--- config.mk ---
export PLATFORM = sky130hd
export DESIGN_NAME = mul_seq
export DESIGN_NICKNAME = d
export VERILOG_FILES = /design/src/rtl/mul_seq.sv
export SDC_FILE = /design/constraint.sdc
export NUM_CORES = 1
export LEC_CHECK = 0
export ABC_AREA = 1
export ABC_CLOCK_PERIOD_IN_PS = 2300
export BUFFER_PORTS_ARGS = -buffer_cell sky130_fd_sc_hd__buf_2
export CELL_PAD_IN_SITES_DETAIL_PLACEMENT = 1
export CELL_PAD_IN_SITES_GLOBAL_PLACEMENT = 1
export CORE_ASPECT_RATIO = 0.5
export CORE_MARGIN = 2
export CORE_UTILIZATION = 35
export CTS_CLUSTER_SIZE = 10
export DETAILED_ROUTE_END_ITERATION = 16
export GPL_TIMING_DRIVEN = 1
export PLACE_DENSITY_LB_ADDON = 0.1
export SETUP_SLACK_MARGIN = 0.05
export SYNTH_ARGS = -nofsm -noshare
export SYNTH_HDL_FRONTEND = slang
export SYNTH_SLANG_ARGS = --single-unit
--- constraint.sdc ---
create_clock -name clk_i -period 2.3 [get_ports clk_i]
set_clock_uncertainty 0.15 [all_clocks]
set_input_delay 0.23 -clock clk_i [delete_from_list [all_inputs] [get_ports clk_i]]
set_output_delay 0.23 -clock clk_i [all_outputs]
set_load 0.05 [all_outputs]
--- src/rtl/mul_seq.sv ---
// Multi-cycle shift-add MUL/MLA sequencer that borrows the shared EX-stage ALU.
// One ADD per multiplier bit. It stops early once the remaining multiplier bits are zero.
module mul_seq #(
    parameter int          WIDTH   = 32,
    parameter logic [3:0]  ADD_CMD = 4'd2,
    parameter logic [3:0]  NOP_CMD = 4'd0
) (
    input  logic             clk_i,
    input  logic             rst_ni,
    input  logic             start_i,
    input  logic             is_mla_i,
    input  logic             s_bit_i,
    input  logic [WIDTH-1:0] rm_i,
    input  logic [WIDTH-1:0] rs_i,
    input  logic [WIDTH-1:0] rn_i,
    input  logic [3:0]       status_in_i,
    input  logic             flush_i,
    output logic             busy_o,
    output logic             done_o,
    output logic [WIDTH-1:0] result_o,
    output logic [3:0]       status_out_o,
    output logic             status_we_o,
    output logic [3:0]       alu_exe_cmd_o,
    output logic [WIDTH-1:0] alu_val1_o,
    output logic [WIDTH-1:0] alu_val2_o,
    output logic             alu_carry_o,
    input  logic [WIDTH-1:0] alu_res_i
);

    localparam int CW = $clog2(WIDTH) + 1;

    typedef enum logic [1:0] {
        IDLE = 2'd0,
        ITER = 2'd1,
        DONE = 2'd2
    } state_e;

    state_e           state_q, state_d;
    logic [WIDTH-1:0] acc_q, acc_d;
    logic [WIDTH-1:0] m_q, m_d;
    logic [WIDTH-1:0] q_q, q_d;
    logic [CW-1:0]    cnt_q, cnt_d;
    logic             s_q, s_d;
    logic [1:0]       flags_q, flags_d;
    logic             unused_status;

    // C and V pass straight through from the captured status, so the upper bits are never consumed.
    assign unused_status = ^status_in_i[3:2];

    always_ff @(posedge clk_i or negedge rst_ni) begin
        if (!rst_ni) begin
            state_q <= IDLE;
            acc_q   <= '0;
            m_q     <= '0;
            q_q     <= '0;
            cnt_q   <= '0;
            s_q     <= 1'b0;
            flags_q <= 2'b00;
        end else begin
            state_q <= state_d;
            acc_q   <= acc_d;
            m_q     <= m_d;
            q_q     <= q_d;
            cnt_q   <= cnt_d;
            s_q     <= s_d;
            flags_q <= flags_d;
        end
    end

    always_comb begin
        state_d       = state_q;
        acc_d         = acc_q;
        m_d           = m_q;
        q_d           = q_q;
        cnt_d         = cnt_q;
        s_d           = s_q;
        flags_d       = flags_q;
        alu_exe_cmd_o = NOP_CMD;
        alu_val1_o    = '0;
        alu_val2_o    = '0;
        case (state_q)
            IDLE: begin
                if (start_i) begin
                    acc_d   = is_mla_i ? rn_i : '0;
                    m_d     = rm_i;
                    q_d     = rs_i;
                    cnt_d   = '0;
                    s_d     = s_bit_i;
                    flags_d = status_in_i[1:0];
                    state_d = (rs_i != '0) ? ITER : DONE;
                end
            end
            ITER: begin
                alu_exe_cmd_o = ADD_CMD;
                alu_val1_o    = acc_q;
                alu_val2_o    = m_q;
                if (q_q[0]) acc_d = alu_res_i;
                m_d   = m_q << 1;
                q_d   = q_q >> 1;
                cnt_d = cnt_q + CW'(1);
                if (((q_q >> 1) == '0) || (cnt_q == CW'(WIDTH - 1))) state_d = DONE;
                // A flush wins over completion in the same cycle.
                if (flush_i) state_d = IDLE;
            end
            DONE: begin
                state_d = IDLE;
            end
            default: begin
                state_d = IDLE;
            end
        endcase
    end

    // A flush during the DONE cycle suppresses the completion pulse and the flag write.
    assign busy_o       = (state_q != IDLE);
    assign done_o       = (state_q == DONE) && !flush_i;
    assign result_o     = (state_q == DONE) ? acc_q : '0;
    assign status_out_o = (state_q == DONE) ? {acc_q[WIDTH-1], (acc_q == '0), flags_q} : 4'b0000;
    assign status_we_o  = done_o && s_q;
    assign alu_carry_o  = 1'b0;

endmodule
==> summary.txt <==
CTS
  • CTS tree: done
  • Root buffer cell: clkbuf_16
  • Clock buffer depth: 2
  • Clock latency at the later pin of the worst-skew pair: 350 ps
  • H-tree depth: 3
  • Clock sink count: 107
  • Clock-pin slew of the registers on the worst-case setup and hold paths: 80 ps
  • Cts bufs inserted: 9

Route
  • WL per Instance: 15.43 um
  • Vias/cell: 4.882
  • Vias: 6010
  • Drt first pass iters: 5
  • ANT nets after route: 0
  • DRC viols: 0
  • Routed WL: 19.00 mm
  • 1st-iter DRT viols: 206

STA
  • Final Hold Slack: 8.515 ps
  • Period minus WS final: 2122 ps
  • Final Cycle Share: 92.25%
  • Final setup fails: 0
  • Slew Limit Fails: 0
  • RSZ-0062 raised after global routing: yes
  • Fin. Hold Viols: 0
  • Fmax achieved: 471.3 MHz
  • Setup_tns: 0 ps
  • Measured slew at the worst slew-check pin: 696.9 ps
  • Rel. slew slack: 53.54%

Finish
  • P&R area growth vs syn: 44.03%
  • Share of layout cells above drive strength 1: 27.58%
  • Total Nets Final: 1160

Synthesis
  • Syn Area/Cell: 7.529 um2
  • Top cells by count, synth: 178 x nor2_1, 107 x dfrtp_1, 106 x inv_1, 65 x a21oi_1, 64 x nand2_1
  • Yosys warning count: 0
  • Post-synthesis cell type count: 27
  • Biggest area consumer among synthesized cells: dfrtp_1
  • Register area share after synthesis: 48.45%
  • Ys async rst share: 100.0%
  • Largest cells by area after synthesis: dfrtp_1 48%, nor2_1 12%, inv_1 7.2%
  • Synth Instances: 734
  • Synth Cell Area: 0.005527 mm2
  • Most common cell in the synthesized netlist: nor2_1
  • Synth Flop Type: dfrtp_1
  • Post-synthesis register bit count: 107
  • Yosys top cell area share: 48.45%
  • Number of enable flip-flop cells after synthesis: 0

Critical path
  • Req. time, crit path: 2430 ps
  • Reg2reg start: state_q[1]
  • Crit path launch type: flop
  • Critical path class: reg2reg
  • CP max-delay cell: dlygate4sd3_1
  • Crit-path max cell delay: 580 ps
  • Crit path arrival time: 2250 ps
  • Worst Setup SP: state_q[1]
  • Sequence of cells on the critical path: inv_2, nand2_8, inv_1, buf_6, nand2_1, a31oi_1, dlygate4sd3_1
  • Max FO, Critical Path: 21
  • Nature of the critical path endpoint: flop

Global routing
  • GRT Total Usage: 22.46%
  • First-pass GRT wire length: 30.71 mm
  • Vias in the first global route: 6233
  • Largest net degree at the start of global routing: 65
  • Remaining Overflow, GRT: 0
  • Initial antenna violation count: 0

Floorplan
  • Core area: 0.01541 mm2
  • Die Ht: 92.86 um
  • Site Rows: 32
  • Chip width: 181.7 um
  • Die area: 0.01687 mm2
  • Top-Level Pins: 246
  • Starting Density: 35.85%

Place
  • I/O Buffers: 239
  • Final RePlAce weighted congestion: 0.7667
  • DPL Wire Length: 12.65 mm

Job
  • Max Cap Viol: 0

Power
  • Leakage: 4.199 nW
  • Pwr Density: 1340 mW/mm2
  • Peak VDD IR: 563.7 uV

Run status
  • Status: finished, final reports clean

Hold path
  • Min-Delay Path Class: in2reg
  • Hold Crit Start: rs_i[31]
## what timing repair did
action	CTS	global route
setup buffers	0	1
resized for setup	1	14
setup endpoints to repair	4	66
pin swaps	0	1
hold buffers	65	0
hold endpoints to repair	89	0
gates cloned	0	2
## metrics by stage
stage                     setup slack (ps)  power (mW)  instances  utilization, %  area [um2]
final                                178.3       10.66       1231           51.64        7960
after global routing                 38.33       11.50       1230           51.62        7958
after CTS                            54.77       10.54       1227           50.96        7855
after detailed placement             408.5       8.809       1146           44.81        6908
after global placement               450.8       8.657       1146           44.81        6908
after floorplan                      146.7       7.454        737               -        5538
## cell families (layout without fill, tap and decap cells)
kind of cell               after synthesis  count (layout)  synth area share (%)
other                                    1               5               0.06785
DFF                                    107             107                 48.45
AOI/OAI and AO/OA                      172             172                 17.36
xor gates and xnor gates                 1               1                0.1585
buffers and inverters                  157             446                 12.04
adders and majority gates                1               1                0.2264
and+or+nand+nor                        295             295                 21.69
## routing by layer
layer	vias to the layer above	wire [um]	global-route usage, %
li1	2933	-	-
met1	2914	8845	28.73
met2	148	9274	40.77
met3	15	707	3.736
met4	0	172	3.726
met5	-	0	0
## registers in the layout (all words and copies together) (netlist names)
| register | flops |
|---|---|
| acc_q | 32 |
| m_q | 32 |
| flags_q | 2 |
| q_q | 32 |
| s_q | 1 |
| cnt_q | 6 |
| state_q | 2 |
## worst max-delay path, delay by kind of cell (launching register included)
family,cells,cell delay [ps]
AND/OR/NAND/NOR,2,220
flip-flops,1,420
buffers and inverters,4,1090
AO/OA/AOI/OAI,1,180
## area by class of cell
type	instances	area [um2]
fill	1988	7455
sequential	107	2679
multi-input combinational	473	2223
timing repair buffer	321	2097
inverter	109	409.1
tap	204	255.2
clock buffer	10	229.0
clock inverter	6	65.06
antenna	1	2.502
## final timing paths
path                         endpoint  slack, ps  depth (start not counted)
max reg2reg                  acc_q[4]        180                          7
min reg2reg                       s_q        370                          2
min                           q_q[31]          9                          2
max                          acc_q[4]        180                          7
max in group asynchronous  state_q[0]       1100                          3
min in group asynchronous     m_q[25]        210                          2
## cell usage in the layout (no fill, tap or decap), types with 3 or more instances in the layout
| cell type | Yosys | final |
|---|---|---|
| o22ai_1 | 32 | 32 |
| conb_1 | 1 | 4 |
| a31oi_1 | 32 | 32 |
| buf_2 | 25 | 235 |
| buf_12 | 0 | 5 |
| nand4_1 | 6 | 6 |
| o21ai_0 | 40 | 40 |
| nand3_1 | 37 | 37 |
| inv_1 | 106 | 105 |
| nor2_1 | 178 | 176 |
| inv_2 | 2 | 3 |
| nor4_1 | 4 | 4 |
| a21oi_1 | 65 | 65 |
| buf_4 | 12 | 9 |
| clkbuf_16 | 0 | 11 |
| nand2_1 | 64 | 64 |
| dfrtp_1 | 107 | 106 |
| dlygate4sd3_1 | 0 | 65 |
## power breakdown
part           internal, mW  switching, mW
Clock                 0.772          0.769
Combinational          1.69           4.07
Sequential             2.80          0.566
Total                  5.26           5.41
Note: power is estimated with default switching activity, not from simulation.
